## config.mk

```make
export PLATFORM = sky130hd
export DESIGN_NAME = ps2_frame_ctrl
export DESIGN_NICKNAME = d
export VERILOG_FILES = /design/src/rtl/ps2_frame_ctrl.sv
export SDC_FILE = /design/constraint.sdc
export NUM_CORES = 1
export LEC_CHECK = 0
export CAP_MARGIN = 20
export CORE_MARGIN = 2
export CORE_UTILIZATION = 30
export DETAILED_ROUTE_END_ITERATION = 10
export GPL_TIMING_DRIVEN = 0
export PLACE_DENSITY = 0.49
export SKIP_LAST_GASP = 1
export SYNTH_ARGS = -nofsm -noshare
export SYNTH_HDL_FRONTEND = slang
export SYNTH_SLANG_ARGS = --single-unit
```

## constraint.sdc

```tcl
create_clock -name clk -period 2.34 [get_ports clk]
set_input_delay 0.702 -clock clk [delete_from_list [all_inputs] [get_ports clk]]
set_output_delay 0.702 -clock clk [all_outputs]
set_load 0.01 [all_outputs]
```

## src/rtl/ps2_frame_ctrl.sv

```systemverilog
// ps2_frame_ctrl -- receive-side PS/2 keyboard frame controller.
//
// Takes the already-synchronized keyboard clock/data lines and does four jobs:
//   - detects falling edges of the keyboard clock,
//   - walks the 11-bit frame: start, 8 data bits LSB first, odd parity, stop,
//   - aborts a frame that stalls between keyboard clock edges (watchdog),
//   - hands each received byte to the consumer through a one-entry
//     valid/ready holding register.
// All outputs are registered.
//
// Build option:
//   PS2_PARITY_CHECK_EN  When defined, the odd-parity bit is checked, and a
//                        failing frame is dropped with a parity_err pulse.
//                        When undefined, the parity bit is sampled and
//                        ignored, and parity_err is tied low.

module ps2_frame_ctrl #(
    parameter int TIMEOUT_CYCLES = 100000
) (
    input  logic       clk,
    input  logic       rst_n,
    input  logic       kb_clk_sync,
    input  logic       kb_data_sync,
    output logic [7:0] scan_code,
    output logic       scan_valid,
    input  logic       scan_ready,
    output logic       parity_err,
    output logic       frame_err,
    output logic       overflow
);

    localparam int WD_W = $clog2(TIMEOUT_CYCLES + 1);

    typedef enum logic [1:0] {
        ST_IDLE   = 2'd0,
        ST_DATA   = 2'd1,
        ST_PARITY = 2'd2,
        ST_STOP   = 2'd3
    } state_t;

    // ------------------------------------------------------------------
    // State
    // ------------------------------------------------------------------
    state_t            state_q,       state_d;
    logic [7:0]        shift_q,       shift_d;
    logic [2:0]        bit_cnt_q,     bit_cnt_d;
    logic [WD_W-1:0]   wdog_q,        wdog_d;
    logic              kb_clk_prev_q;
    logic [7:0]        scan_code_q,   scan_code_d;
    logic              scan_valid_q,  scan_valid_d;
    logic              parity_err_q,  parity_err_d;
    logic              frame_err_q,   frame_err_d;
    logic              overflow_q,    overflow_d;

    // ------------------------------------------------------------------
    // Derived strobes
    // ------------------------------------------------------------------
    logic            fall;
    logic            transfer;
    logic            parity_fail;
    logic [WD_W-1:0] wdog_inc;
    logic            wdog_expired;

    assign fall     = kb_clk_prev_q & ~kb_clk_sync;
    assign transfer = scan_valid_q & scan_ready;
    assign wdog_inc = wdog_q + WD_W'(1);

    // The watchdog fires when the count would reach TIMEOUT_CYCLES. A falling
    // edge in that same cycle is real progress, so it takes precedence.
    assign wdog_expired = (state_q != ST_IDLE) && !fall &&
                          (wdog_inc == WD_W'(TIMEOUT_CYCLES));

`ifdef PS2_PARITY_CHECK_EN
    logic parity_bit_q, parity_bit_d;

    // Odd parity: the data bits and the parity bit XOR to 1 on a good frame.
    assign parity_fail = ~(^{shift_q, parity_bit_q});
`else
    assign parity_fail = 1'b0;
`endif

    // ------------------------------------------------------------------
    // Next-state logic for the frame FSM, watchdog and output register
    // ------------------------------------------------------------------
    // Computes all next-state values; the error strobes default to 0 so
    // they are single-cycle pulses.
    always_comb begin
        state_d      = state_q;
        shift_d      = shift_q;
        bit_cnt_d    = bit_cnt_q;
        scan_code_d  = scan_code_q;
        scan_valid_d = scan_valid_q & ~transfer;
        parity_err_d = 1'b0;
        frame_err_d  = 1'b0;
        overflow_d   = 1'b0;
`ifdef PS2_PARITY_CHECK_EN
        parity_bit_d = parity_bit_q;
`endif

        // The watchdog only runs inside a frame, between falling edges.
        if ((state_q == ST_IDLE) || fall) begin
            wdog_d = '0;
        end else begin
            wdog_d = wdog_inc;
        end

        if (fall) begin
            case (state_q)
                ST_IDLE: begin
                    if (!kb_data_sync) begin
                        state_d   = ST_DATA;
                        bit_cnt_d = 3'd0;
                    end else begin
                        // A start bit must be low.
                        frame_err_d = 1'b1;
                    end
                end

                ST_DATA: begin
                    shift_d[bit_cnt_q] = kb_data_sync;
                    bit_cnt_d          = bit_cnt_q + 3'd1;
                    if (bit_cnt_q == 3'd7) begin
                        state_d = ST_PARITY;
                    end
                end

                ST_PARITY: begin
`ifdef PS2_PARITY_CHECK_EN
                    parity_bit_d = kb_data_sync;
`endif
                    state_d = ST_STOP;
                end

                ST_STOP: begin
                    state_d = ST_IDLE;
                    if (!kb_data_sync) begin
                        frame_err_d = 1'b1;
                    end else if (parity_fail) begin
                        parity_err_d = 1'b1;
                    end else if (!scan_valid_q || transfer) begin
                        // Free, or emptied this very cycle: the new byte goes
                        // straight in and valid stays high across the swap.
                        scan_code_d  = shift_q;
                        scan_valid_d = 1'b1;
                    end else begin
                        // Consumer is behind: keep the older byte.
                        overflow_d = 1'b1;
                    end
                end

                default: begin
                    state_d = ST_IDLE;
                end
            endcase
        end else if (wdog_expired) begin
            state_d     = ST_IDLE;
            frame_err_d = 1'b1;
            wdog_d      = '0;
            bit_cnt_d   = 3'd0;
        end
    end

    // ------------------------------------------------------------------
    // Registers
    // ------------------------------------------------------------------
    // Registers every piece of state; reset may arrive mid-frame.
    always_ff @(posedge clk or negedge rst_n) begin
        if (!rst_n) begin
            state_q       <= ST_IDLE;
            shift_q       <= 8'h00;
            bit_cnt_q     <= 3'd0;
            wdog_q        <= '0;
            kb_clk_prev_q <= 1'b1;
            scan_code_q   <= 8'h00;
            scan_valid_q  <= 1'b0;
            parity_err_q  <= 1'b0;
            frame_err_q   <= 1'b0;
            overflow_q    <= 1'b0;
        end else begin
            state_q       <= state_d;
            shift_q       <= shift_d;
            bit_cnt_q     <= bit_cnt_d;
            wdog_q        <= wdog_d;
            kb_clk_prev_q <= kb_clk_sync;
            scan_code_q   <= scan_code_d;
            scan_valid_q  <= scan_valid_d;
            parity_err_q  <= parity_err_d;
            frame_err_q   <= frame_err_d;
            overflow_q    <= overflow_d;
        end
    end

`ifdef PS2_PARITY_CHECK_EN
    // Holds the received parity bit until the stop bit is judged.
    always_ff @(posedge clk or negedge rst_n) begin
        if (!rst_n) begin
            parity_bit_q <= 1'b0;
        end else begin
            parity_bit_q <= parity_bit_d;
        end
    end
`endif

    assign scan_code  = scan_code_q;
    assign scan_valid = scan_valid_q;
    assign parity_err = parity_err_q;
    assign frame_err  = frame_err_q;
    assign overflow   = overflow_q;

endmodule
```

=== Word level (Yosys, flattened, before mapping) ===
Cells that the tools add are included.

* Bits of input ports: 5
* Bits in registers: 42
* Logic and storage cells: 68
* Output and inout bits: 12

* Multiplexer cells: 28
* Order comparisons: 2
* Reductions and logical operators: 14
* Equal/unequal tests: 8
* Bitwise logic cells: 5
* $add $sub $neg: 2

{| class="wikitable"
|+ Operator list
! kind !! count
|-
| $mux W17 || 3
|-
| $add A17 B1 Y17 const B || 1
|-
| $eq A17 B17 Y1 const B || 1
|-
| $mux W1 || 13
|-
| $mux W3 || 3
|-
| $bwmux W8 || 1
|-
| $mux W2 || 4
|-
| $pmux W2 S4 || 1
|-
| $ne A3 B3 Y1 const B || 2
|-
| $pmux W3 S2 || 1
|-
| $reduce_and A3 Y1 || 2
|-
| $eq A2 B2 Y1 const B || 2
|-
| $lt A3 B4 Y1 const B || 1
|-
| $reduce_and A4 Y1 || 1
|-
| $reduce_bool A2 Y1 || 2
|-
| $add A3 B1 Y3 const B || 1
|-
| $and A1 B1 Y1 || 3
|-
| $demux W1 S3 || 1
|-
| $eq A3 B3 Y1 const B || 1
|-
| $ge A3 B1 Y1 const B || 1
|-
| $logic_and A1 B1 Y1 || 3
|-
| $ne A3 B1 Y1 const B || 1
|-
| $eq A2 B1 Y1 const B || 1
|-
| $logic_not A1 Y1 || 2
|-
| other kinds (5) || 7
|}

=== Longest topological paths before layout ===
* Depth in word-level cells: 7
* Mapped depth: 8

=== Worst setup path before layout ===
No wires, ideal clock.

* Kind: input -> register
* Start point: input kb_clk_sync
* End point: register scan_code_q[0], in the netlist scan_code[0]
* Data required time: 2,215 ps
* Setup slack: 280 ps
* Data arrival time: 1,936 ps
* Setup time: 125 ps
* Stages: 6
* Cells stage by stage: nor2b_1 > clkbuf_1 > nand3_1 > nor2b_1 > clkbuf_1 > mux2_2

* Longest elaborated chain between the ends: 3

{| class="wikitable"
|+ Ends and longest elaborated chain
! what !! RTL line !! source
|-
| from (decl) || 22 || <nowiki>input logic kb_clk_sync,</nowiki>
|-
| $not A1 Y1 || 64 || <nowiki>assign fall = kb_clk_prev_q & ~kb_clk_sync;</nowiki>
|-
| $and A1 B1 Y1 || 64 ||
|-
| $reduce_and A4 Y1 (no line) || - ||
|-
| to (signal assigned) || 185 || <nowiki>scan_code_q <= scan_code_d;</nowiki>
|-
| to (decl) || 49 || <nowiki>logic [7:0] scan_code_q, scan_code_d;</nowiki>
|}

Every way passes these cells.
A chain may end at the register's enable or synchronous reset.

=== Worst setup path after layout ===
* Start point: register wdog_q[0]
* End point: register frame_err_q, in the netlist frame_err

* Longest elaborated chain between the ends: 5

{| class="wikitable"
|+ Ends and longest elaborated chain
! what !! RTL line !! source
|-
| from (decl) || 47 || <nowiki>logic [WD_W-1:0] wdog_q, wdog_d;</nowiki>
|-
| from (signal assigned) || 183 || <nowiki>wdog_q <= wdog_d;</nowiki>
|-
| $add A17 B1 Y17 || 66 || <nowiki>assign wdog_inc = wdog_q + WD_W'(1);</nowiki>
|-
| $eq A17 B17 Y1 || 71 || <nowiki>(wdog_inc == WD_W'(TIMEOUT_CYCLES));</nowiki>
|-
| $logic_and A1 B1 Y1 || 70 || <nowiki>assign wdog_expired = (state_q != ST_IDLE) && !fall &&</nowiki>
|-
| $mux W1 || 155 || <nowiki>end else if (wdog_expired) begin</nowiki>
|-
| $mux W1 || 107 || <nowiki>if (fall) begin</nowiki>
|-
| net frame_err_d || 52 || <nowiki>logic frame_err_q, frame_err_d;</nowiki>
|-
| to (signal assigned) || 188 || <nowiki>frame_err_q <= frame_err_d;</nowiki>
|-
| to (decl) || 52 ||
|}

The timed path passes the listed nets, and every way through them passes these cells.

==> flow_summary_export.csv <==
group,metric,value,unit
worst_setup_path,critical_path_arrival,2.47,ns
logic_synthesis,synth.area.mux_share,0.07033,
global_routing,grtUsageMet2,0.1875,
logic_synthesis,synth_compound_area_frac,0.09813,
status,status,"complete, no violations",
logic_synthesis,synth-simple-area-share,0.2133,
global_routing,grt_pass1_wl,8024,um
timing,setup_viol,0,
power_and_ir_drop,ir_worst_vdd,0.2756,mV
drt,via_count,1651,
floorplanning,dieArea,0.008055,mm^2
clock_network,cts_max_level,2,
clock_network,cts_sinks,42,
power_and_ir_drop,p_sw_frac,0.3333,
power_and_ir_drop,p_per_area,808.6,mW/mm^2
place,dpl.cell_count,328,
worst_setup_path,r2r_setup_slack,0.09,ns
timing,period_share,0.9612,
clock_network,numCtsBuffers,5,
place,pre_cts_slack,-0.5617,ns
power_and_ir_drop,combPwrFrac,0.296,
clock_network,clockBufferDepth,2,
power_and_ir_drop,p_leak,1.116,nW
drt,post_drt_via_cell_ratio,4.885,
logic_synthesis,syn_nets,227,
logic_synthesis,yosys.cell_types.count,45,
cells_and_area,num_antenna_cells,0,
logic_synthesis,synthCells,214,
timing,finalHoldViolations,0,
global_routing,met1_usage,0.1664,
global_routing,grt_max_degree,28,
clock_network,ctsHoldBuffers,0,
place,portBuffers,14,
worst_setup_path,worst-path-max-fanout,6,
global_routing,grt.busiest_layer,"met2",
floorplanning,initial_core_util,0.3074,
timing,worst_pin_slew,0.4912,ns
timing,fin_crit,2.249,ns
logic_synthesis,synth_top_area_cell,"dfrtp_1",
clock_network,ctsRootBufferMaster,"clkbuf_8",
worst_setup_path,r2r_cells,7,
global_routing,gr-usage-met3,0.02850,
drt,drc,0,
drt,drtIter0Drc,82,
timing,max_freq,444.6,MHz
power_and_ir_drop,total_power,2.159,mW
worst_setup_path,path_class,"reg2reg",
logic_synthesis,synth_top_family_by_area,"simple AND/OR/NAND/NOR gates",
floorplanning,die_h,89.75,um
floorplanning,core_area,0.007176,mm^2
logic_synthesis,ys_seq_area_frac,0.4770,
drt,wirelength,4573,um
clock_network,cts_tree,"done",
drt,first_pass_iters,4,
global_routing,grt_usage,0.1221,
logic_synthesis,synth-xor-area-share,0.05956,
cells_and_area,area_growth,21.04,%
global_routing,antenna_found_initial,0,
global_routing,grt_pass1_vias,1611,
worst_setup_path,cp_slowest_cell,"dfrtp_1",
clock_network,path_clk_slew,0.09,ns
worst_setup_path,r2r-end,"frame_err",
cells_and_area,fin_area,0.002670,mm^2
cells_and_area,finalNonFillerCells,338,
worst_setup_path,worstSetupEndpoint,"frame_err",
logic_synthesis,synth_ff_type,"dfrtp_1",
place,place_area,0.002485,mm^2
global_routing,globalRouteOverflowTotal,0,
logic_synthesis,synth_async_sr_flop_share,1.000,
logic_synthesis,synth_seq_cells,42,
worst_setup_path,cp-end-kind,"flip-flop",
floorplanning,chipWidth,89.75,um
power_and_ir_drop,power_switching,0.7197,mW
drt,postRouteAntennaNets,0,
worst_setup_path,worstReg2RegStart,"wdog_q[0]",
logic_synthesis,synth-adder-area-share,0.04538,
logic_synthesis,yosysWarnings,0,
worst_setup_path,worstPathCellList,"ha_2 -> nand4_4 -> nor4_2 -> xnor2_1 -> nor4_1 -> o2111a_2 -> o21bai_1",
logic_synthesis,syn_area,0.002206,mm^2
power_and_ir_drop,intPower,1.439,mW
logic_synthesis,avgSynthCellArea,10.31,um^2
floorplanning,num_io_pins,17,
floorplanning,rows,31,
timing,fin_skew,0.008532,ns
clock_network,clock_latency,0.30,ns
power_and_ir_drop,seq_power_share,0.432,
timing,max_slew_margin,0.6695,
worst_setup_path,cpPeakStageDelay,0.44,ns
worst_setup_path,critical_path.startpoint,"wdog_q[0]",
logic_synthesis,yosys.area.top_type_share,0.4651,
place,place.gp.congestion,0.7785,
cells_and_area,final_nets,251,
min_path,hp-class,"in2async",
flow_run,cap_violations,0,
worst_setup_path,cp.required,2.56,ns
place,dpl.hpwl,3211,um
power_and_ir_drop,clock_power_share,0.273,
drt,wire_per_inst,13.53,um
cells_and_area,drive_above_1_share,0.1883,
timing,final_max_slew_viol_count,0,
worst_setup_path,worstSetupStartpointType,"flip-flop",
timing,finalWorstSetupSlack,0.09083,ns
logic_synthesis,ys_top_cells_by_area,"dfrtp_1 (47%), mux2_2 (6.1%), nor2_1 (4.6%)",
logic_synthesis,synth_edf_count,0,
## power groups by stage
stage	clock network, mW	logic [mW]	registers [mW]
after global placement	0	0.593	0.945
after global routing	0.643	0.730	0.955
final	0.589	0.638	0.932
after CTS	0.610	0.630	0.933
after floorplan	0	0.417	0.936
after detailed placement	0	0.609	0.947
## layout make-up
| type | count | area, um^2 |
|---|---|---|
| timing repair buffer | 19 | 187.7 |
| tap | 99 | 123.9 |
| fill | 725 | 4506 |
| inverter | 7 | 26.28 |
| clock buffer | 5 | 68.82 |
| multi-input combinational | 155 | 1124 |
| clock inverter | 3 | 43.79 |
| sequential | 42 | 1052 |
| buffer | 8 | 43.79 |
## layer usage
metal / vias up / part of all wire
li1: 804 / -
met1: 796 / 0.48
met2: 41 / 0.45
met3: 10 / 0.041
met4: 0 / 0.026
met5: - / 0
## placed cells by master, fill, tap and decap left out, types with 3 or more instances in the layout
master / Yosys / final
buf_4: 1 / 5
clkbuf_1: 7 / 4
clkbuf_8: 0 / 5
clkdlybuf4s50_1: 0 / 12
dfrtp_1: 41 / 41
ha_1: 8 / 6
inv_1: 7 / 7
mux2_2: 12 / 12
nand2_1: 17 / 17
nand2b_1: 3 / 3
nand3_1: 12 / 11
nor2_1: 27 / 27
nor2b_1: 4 / 3
nor3_1: 6 / 5
nor4_1: 6 / 5
o21ai_0: 7 / 6
o22ai_1: 3 / 3
o31ai_1: 3 / 3
xnor2_1: 8 / 8
xor2_1: 7 / 7
## worst min-delay path by stage
| stage | slack, ns | endpoint | cells past startpoint |
|---|---|---|---|
| final | 0.31 | scan_code[5] | 1 |
| after global placement | 0.47 | shift_q[4] | 2 |
| after detailed placement | 0.47 | shift_q[6] | 2 |
| after floorplan | 0.41 | bit_cnt_q[0] | 0 |
| after global routing | 0.33 | scan_code[5] | 1 |
| after CTS | 0.32 | scan_code[5] | 1 |
## state kept, by name (all words and copies together), names as in the netlist
register and cells:
wdog_q 17, scan_code 8, shift_q 8, bit_cnt_q 3, state_q 2, frame_err 1
kb_clk_prev_q 1, overflow 1, scan_valid 1
## Yosys cell counts (3+ instances only)
cell type / instances
inv_1: 7
o31ai_1: 3
o22ai_1: 3
nand3_1: 12
nor2_1: 27
nand2_1: 17
mux2_2: 12
nand2b_1: 3
dfrtp_1: 41
o21ai_0: 7
nor3_1: 6
clkbuf_1: 7
xor2_1: 7
nor2b_1: 4
ha_1: 8
nor4_1: 6
xnor2_1: 8
## through the flow
| stage | TNS, ns | hold slack [ns] | util |
|---|---|---|---|
| 2_1_floorplan | 0 | 0.4064 | - |
| 6_report | 0 | 0.3051 | 0.3721 |
| 5_1_grt | -0.4850 | 0.3276 | 0.3721 |
| 3_5_place_dp | -15.32 | 0.4708 | 0.3463 |
| 3_3_place_gp | -39.76 | 0.4670 | 0.3442 |
| 4_1_cts | 0 | 0.3158 | 0.3639 |
## worst max-delay path, delay by kind of cell, from the launching register on
kind	cells	cell delay [ns]
fa+ha+maj	1	0.26
simple gates	3	0.83
flops	1	0.44
compound gates	2	0.48
xor+xnor	1	0.15
## kinds of logic (layout without fill, tap and decap cells)
kind of cell,after synthesis,count (layout)
compound gates,28,28
xor+xnor,15,15
fa+ha+maj,8,8
buf+inv,17,42
flops,42,42
mux,14,14
other cells,1,1
simple gates,89,89
## timing repair
action,4_1_cts,5_1_grt
buffers inserted,1,3
pin swaps,2,5
endpoints found under the setup margin,27,29
gates resized for setup,3,10
No activity file was read; power rests on OpenSTA's default activity.
